$ cat config.mk
export PLATFORM = sky130hd
export DESIGN_NAME = icache_arb
export DESIGN_NICKNAME = d
export VERILOG_FILES = /design/src/rtl/icache_arb.sv
export SDC_FILE = /design/constraint.sdc
export NUM_CORES = 1
export LEC_CHECK = 0
export ABC_AREA = 1
export BUFFER_PORTS_ARGS = -buffer_cell sky130_fd_sc_hd__buf_4
export CORE_AREA = 5 5 99 101
export DETAILED_ROUTE_END_ITERATION = 8
export DIE_AREA = 0 0 104 106
export PLACE_DENSITY = 0.58
export SLEW_MARGIN = 15
export SYNTH_ARGS = -nofsm -noshare
export SYNTH_HDL_FRONTEND = slang
export SYNTH_SLANG_ARGS = --single-unit
$ cat constraint.sdc
create_clock -name clk -period 1.2 [get_ports clk]
set_input_delay 0.06 -clock clk [delete_from_list [all_inputs] [get_ports clk]]
set_output_delay 0.06 -clock clk [all_outputs]
set_load 0.05 [all_outputs]
$ cat src/rtl/icache_arb.sv
`default_nettype none
// ============================================================================
// Module      : icache_arb
// Description : Two-requester arbiter (fetch, loader) in front of a
//               single-port instruction cache with 1-cycle read latency.
//               Combinational grants, starvation guard for the loader,
//               and read-valid steering back to the requester that owns
//               the in-flight read.
//               Optional macro ICACHE_ARB_LOCK_EN: when defined, l_lock
//               gives the loader exclusive access and holds fetch off.
// Revision    : 1.0 - initial release
// ============================================================================
module icache_arb #(
  parameter int ADDR_W       = 30,
  parameter int DATA_W       = 32,
  parameter int STARVE_LIMIT = 4
) (
  input  logic              clk,
  input  logic              rst,
  input  logic              f_en,
  input  logic [ADDR_W-1:0] f_index,
  output logic              f_gnt,
  output logic [DATA_W-1:0] f_rdata,
  output logic              f_rvalid,
  input  logic              l_req,
  input  logic              l_we,
  input  logic [ADDR_W-1:0] l_index,
  input  logic [DATA_W-1:0] l_wdata,
  input  logic              l_lock,
  output logic              l_gnt,
  output logic [DATA_W-1:0] l_rdata,
  output logic              l_rvalid,
  output logic              icache_en,
  output logic              icache_we,
  output logic [ADDR_W-1:0] icache_index,
  output logic [DATA_W-1:0] icache_wdata,
  input  logic [DATA_W-1:0] icache_rdata,
  input  logic              icache_rvalid
);

  localparam logic [3:0] C_STARVE_CNT = 4'(STARVE_LIMIT);

  logic [3:0] wait_cnt_q, wait_cnt_d;
  logic       pending_q, pending_d;
  logic       owner_q, owner_d;
  logic       lock_act;
  logic       starved;

`ifdef ICACHE_ARB_LOCK_EN
  assign lock_act = l_lock;
`else
  logic unused_lock;
  assign lock_act    = 1'b0;
  assign unused_lock = l_lock;
`endif

  assign starved = l_req && (wait_cnt_q == C_STARVE_CNT);

  // Fixed-priority grant: lock > starved loader > fetch > loader; nothing while in reset.
  always_comb begin
    f_gnt = 1'b0;
    l_gnt = 1'b0;
    if (!rst) begin
      if (lock_act) begin
        l_gnt = l_req;
      end else if (starved) begin
        l_gnt = 1'b1;
      end else if (f_en) begin
        f_gnt = 1'b1;
      end else if (l_req) begin
        l_gnt = 1'b1;
      end
    end
  end

  // Cache-side request mux; all fields forced to zero on idle cycles.
  always_comb begin
    icache_en    = f_gnt | l_gnt;
    icache_we    = l_gnt & l_we;
    icache_index = '0;
    icache_wdata = '0;
    if (f_gnt) begin
      icache_index = f_index;
    end else if (l_gnt) begin
      icache_index = l_index;
      icache_wdata = l_wdata;
    end
  end

  // Next-state: loader wait counter and ownership of the in-flight read.
  always_comb begin
    wait_cnt_d = wait_cnt_q;
    if (!l_req || l_gnt) begin
      wait_cnt_d = 4'd0;
    end else if (wait_cnt_q < C_STARVE_CNT) begin
      wait_cnt_d = wait_cnt_q + 4'd1;
    end
    pending_d = f_gnt | (l_gnt & ~l_we);
    owner_d   = l_gnt;
  end

  // State registers with synchronous reset.
  always_ff @(posedge clk) begin
    if (rst) begin
      wait_cnt_q <= 4'd0;
      pending_q  <= 1'b0;
      owner_q    <= 1'b0;
    end else begin
      wait_cnt_q <= wait_cnt_d;
      pending_q  <= pending_d;
      owner_q    <= owner_d;
    end
  end

  // Read return: data fans out to both, valid goes only to the owner.
  assign f_rdata  = icache_rdata;
  assign l_rdata  = icache_rdata;
  assign f_rvalid = ~rst & icache_rvalid & pending_q & ~owner_q;
  assign l_rvalid = ~rst & icache_rvalid & pending_q &  owner_q;

endmodule
`default_nettype wire

==> results.sh <==
export IMPL_final_layout_size_suffix_gt1_frac=0.775
export IMPL_start_util=0.176
export IMPL_tns_ps=-25450
export IMPL_crit_path_end="icache_wdata[3]"
export IMPL_leakagePower_nw=1.80
export IMPL_rows=35
export IMPL_crit_start="wait_cnt_q[1]"
export IMPL_pre_cts_slack_ps=-266
export IMPL_synth_cell_types=17
export IMPL_worstPathArrival_ps=1560
export IMPL_cpMaxStageDelayCell="dfxtp_2"
export IMPL_cts_buffer_depth=2
export IMPL_ys_ff_latch=6
export IMPL_portBuffers=165
export IMPL_ys_top_cells_by_area="buf_4 (31%), nand3_1 (20%), inv_1 (10%), nand2_1 (7.9%), dfxtp_1 (7.6%)"
export IMPL_ant_nets=0
export IMPL_multi_input_area_um2=1360
export IMPL_coreArea_um2=8930
export IMPL_synth_area_leader_cell="buf_4"
export IMPL_maxSlewHeadroom=0.817
export IMPL_swShare=0.447
export IMPL_grt_max_degree=34
export IMPL_final_cells=497
export IMPL_fin_area_um2=3740
export IMPL_cts_tree="yes"
export IMPL_ys_flop_type="dfxtp_1"
export IMPL_p_int_mw=1.04
export IMPL_die_h_um=106
export IMPL_die_w_um=104
export IMPL_worst_setup_path_type="reg -> out"
export IMPL_ir_drop_uv=288
export IMPL_maxSlewViolCount=0
export IMPL_status="complete, but fails checks"
export IMPL_clock_latency_ps=220
export IMPL_syn_inst=278
export IMPL_async_flop_share=0
export IMPL_cts_buffers=3
export IMPL_p_switching_uw=841
export IMPL_synthMostInstantiatedCell="buf_4"
export IMPL_finish_utilization=0.419
export IMPL_wire_per_inst_um=14.3
export IMPL_crit_chain="inv_2 -> ha_4 -> nand2_2 -> inv_2 -> nand2_4 -> nand2_8 -> nand2_8 -> clkbuf_16 -> nor2_4 -> buf_6"
export IMPL_critPathMaxStageDelay_ps=310
export IMPL_power_frac_seq=0.111
export IMPL_p_comb_frac=0.725
export IMPL_place_area_um2=3060
export IMPL_seq_area_frac_synth=0.0763
export IMPL_vias=2079
export IMPL_final_hold_viol_count=0
export IMPL_antenna_cells=0
export IMPL_area_growth_pct=138
export IMPL_fin_ws_ps=-419
export IMPL_clock_skew_ps=0.780
export IMPL_cts_sinks=6
export IMPL_maxCapViolations=0
export IMPL_drtIter0Drc=38
export IMPL_path_max_fanout=8
export IMPL_r2r_setup_slack_ps=-40
export IMPL_yosysWarnings=0
export IMPL_worst_pin_slew_ps=273
export IMPL_violations="setup timing"
export IMPL_grt_pass1_vias=2231
export IMPL_yosys_top_cells_count="buf_4 (66), nand3_1 (62), inv_1 (43), nand2_1 (33), nor2_1 (30)"
export IMPL_power_density_nw_per_um2=502
export IMPL_route_detailed_drc=0
export IMPL_finalCritPeriodShare=1.35
export IMPL_clockPowerShare=0.164
export IMPL_place_gp_congestion=0.745
export IMPL_root_buffer="clkbuf_8"
export IMPL_cpLargestDelayFamily="buffers and inverters"
export IMPL_fmax_mhz=618
export IMPL_synth_cell_area_um2=1580
export IMPL_synth_enable_flop_cells=0
export IMPL_gr_usage_all_layers=0.120
export IMPL_hold_class="in -> reg"
export IMPL_path_buf_inv=4
export IMPL_fin_nets=521
export IMPL_htree_levels=1
export IMPL_place_hpwl_um=5580
export IMPL_reg2reg_depth=8
export IMPL_die_area_um2=11000
export IMPL_final_seq_area_um2=123
export IMPL_r2r_start="wait_cnt_q[1]"
export IMPL_first_pass_iters=4
export IMPL_grt_overflow=0
export IMPL_endpoint_kind="output pin"
export IMPL_synth_nets=411
export IMPL_path_depth=10
export IMPL_post_route_min_period_ps=1620
export IMPL_totalWireLength_um=7100
export IMPL_startpoint_type="flip-flop"
export IMPL_r2r_end="wait_cnt_q[1]"
export IMPL_critPathRequiredTime_ps=1140
export IMPL_synth_top_area_frac=0.315
export IMPL_fillers=872
export IMPL_syn_area_per_cell_um2=5.67
export IMPL_io_pins=263
export IMPL_rsz0062_at_grt="yes"
export IMPL_path_clk_slew_ps=40
export IMPL_grt_pass1_wl_um=11000
export IMPL_dp_cells=490
export IMPL_via_per_inst=4.18
export IMPL_antenna_found_initial=0
export IMPL_finalSetupViolations=69
layer usage:
| metal | wire length, um | GRT usage | vias up |
|---|---|---|---|
| li1 | - | - | 1000 |
| met1 | 2450 | 0.124 | 913 |
| met2 | 3730 | 0.231 | 148 |
| met3 | 804 | 0.0389 | 18 |
| met4 | 112 | 0.0305 | 0 |
| met5 | 0 | 0 | - |
cell usage in the layout (no fill, tap or decap), types with 4 or more instances in the layout:
master,Yosys,layout
buf_8,0,36
buf_6,3,29
nor2_4,0,33
nand3_1,62,31
nand3_2,0,31
buf_4,66,108
nand2_4,3,31
inv_1,43,38
dfxtp_1,6,4
inv_2,2,6
buf_12,0,9
nor2_1,30,7
registers in the layout, indices dropped and copies added (netlist names):
| name | flops |
|---|---|
| owner_q | 1 |
| pending_q | 1 |
| wait_cnt_q | 4 |
layout make-up:
class / count / share of cell area
inverter: 45 / 0.0461
sequential: 6 / 0.0328
multi-input combinational: 148 / 0.363
tap: 111 / 0.0371
clock buffer: 3 / 0.0110
timing repair buffer: 184 / 0.510
stage by stage:
stage | hold slack (ps) | total power [mW]
3_5_place_dp | 120 | 1.37
3_3_place_gp | 120 | 1.36
6_report | 36.5 | 1.88
2_1_floorplan | 156 | 1.46
4_1_cts | 39.3 | 1.89
5_1_grt | 46.1 | 1.97
cells by family after synthesis:
logic type	Yosys count	synth area share
compound gates	4	0.0127
buf+inv	124	0.469
xor+xnor	1	0.00556
simple gates	141	0.420
fa+ha+maj	2	0.0159
flops	6	0.0763
power groups by stage:
stage | registers (mW) | logic (mW) | clock network (mW)
after global placement | 0.212 | 1.15 | 0
after global routing | 0.209 | 1.43 | 0.327
after detailed placement | 0.212 | 1.16 | 0
after floorplan | 0.211 | 1.25 | 0
after CTS | 0.209 | 1.35 | 0.323
final | 0.209 | 1.36 | 0.308
what timing repair did:
| item | 4_1_cts | 5_1_grt |
|---|---|---|
| resized for setup | 132 | 11 |
| hold buffers | 0 | 0 |
| setup buffers | 2 | 0 |
| cloned | 1 | 1 |
| pin swaps | 1 | 3 |
| endpoints found under the setup margin | 70 | 70 |
how the worst min path moves through the flow:
| stage | from | endpoint | slack (ps) | depth (start not counted) |
|---|---|---|---|---|
| 3_3_place_gp | icache_rdata[22] | f_rdata[22] | 120 | 0 |
| 5_1_grt | l_we | pending_q | 50 | 2 |
| 4_1_cts | l_we | pending_q | 40 | 2 |
| 3_5_place_dp | icache_rdata[22] | f_rdata[22] | 120 | 0 |
| 6_report | l_we | pending_q | 40 | 2 |
| 2_1_floorplan | l_we | pending_q | 160 | 1 |
No activity file was read; power rests on OpenSTA's default activity.
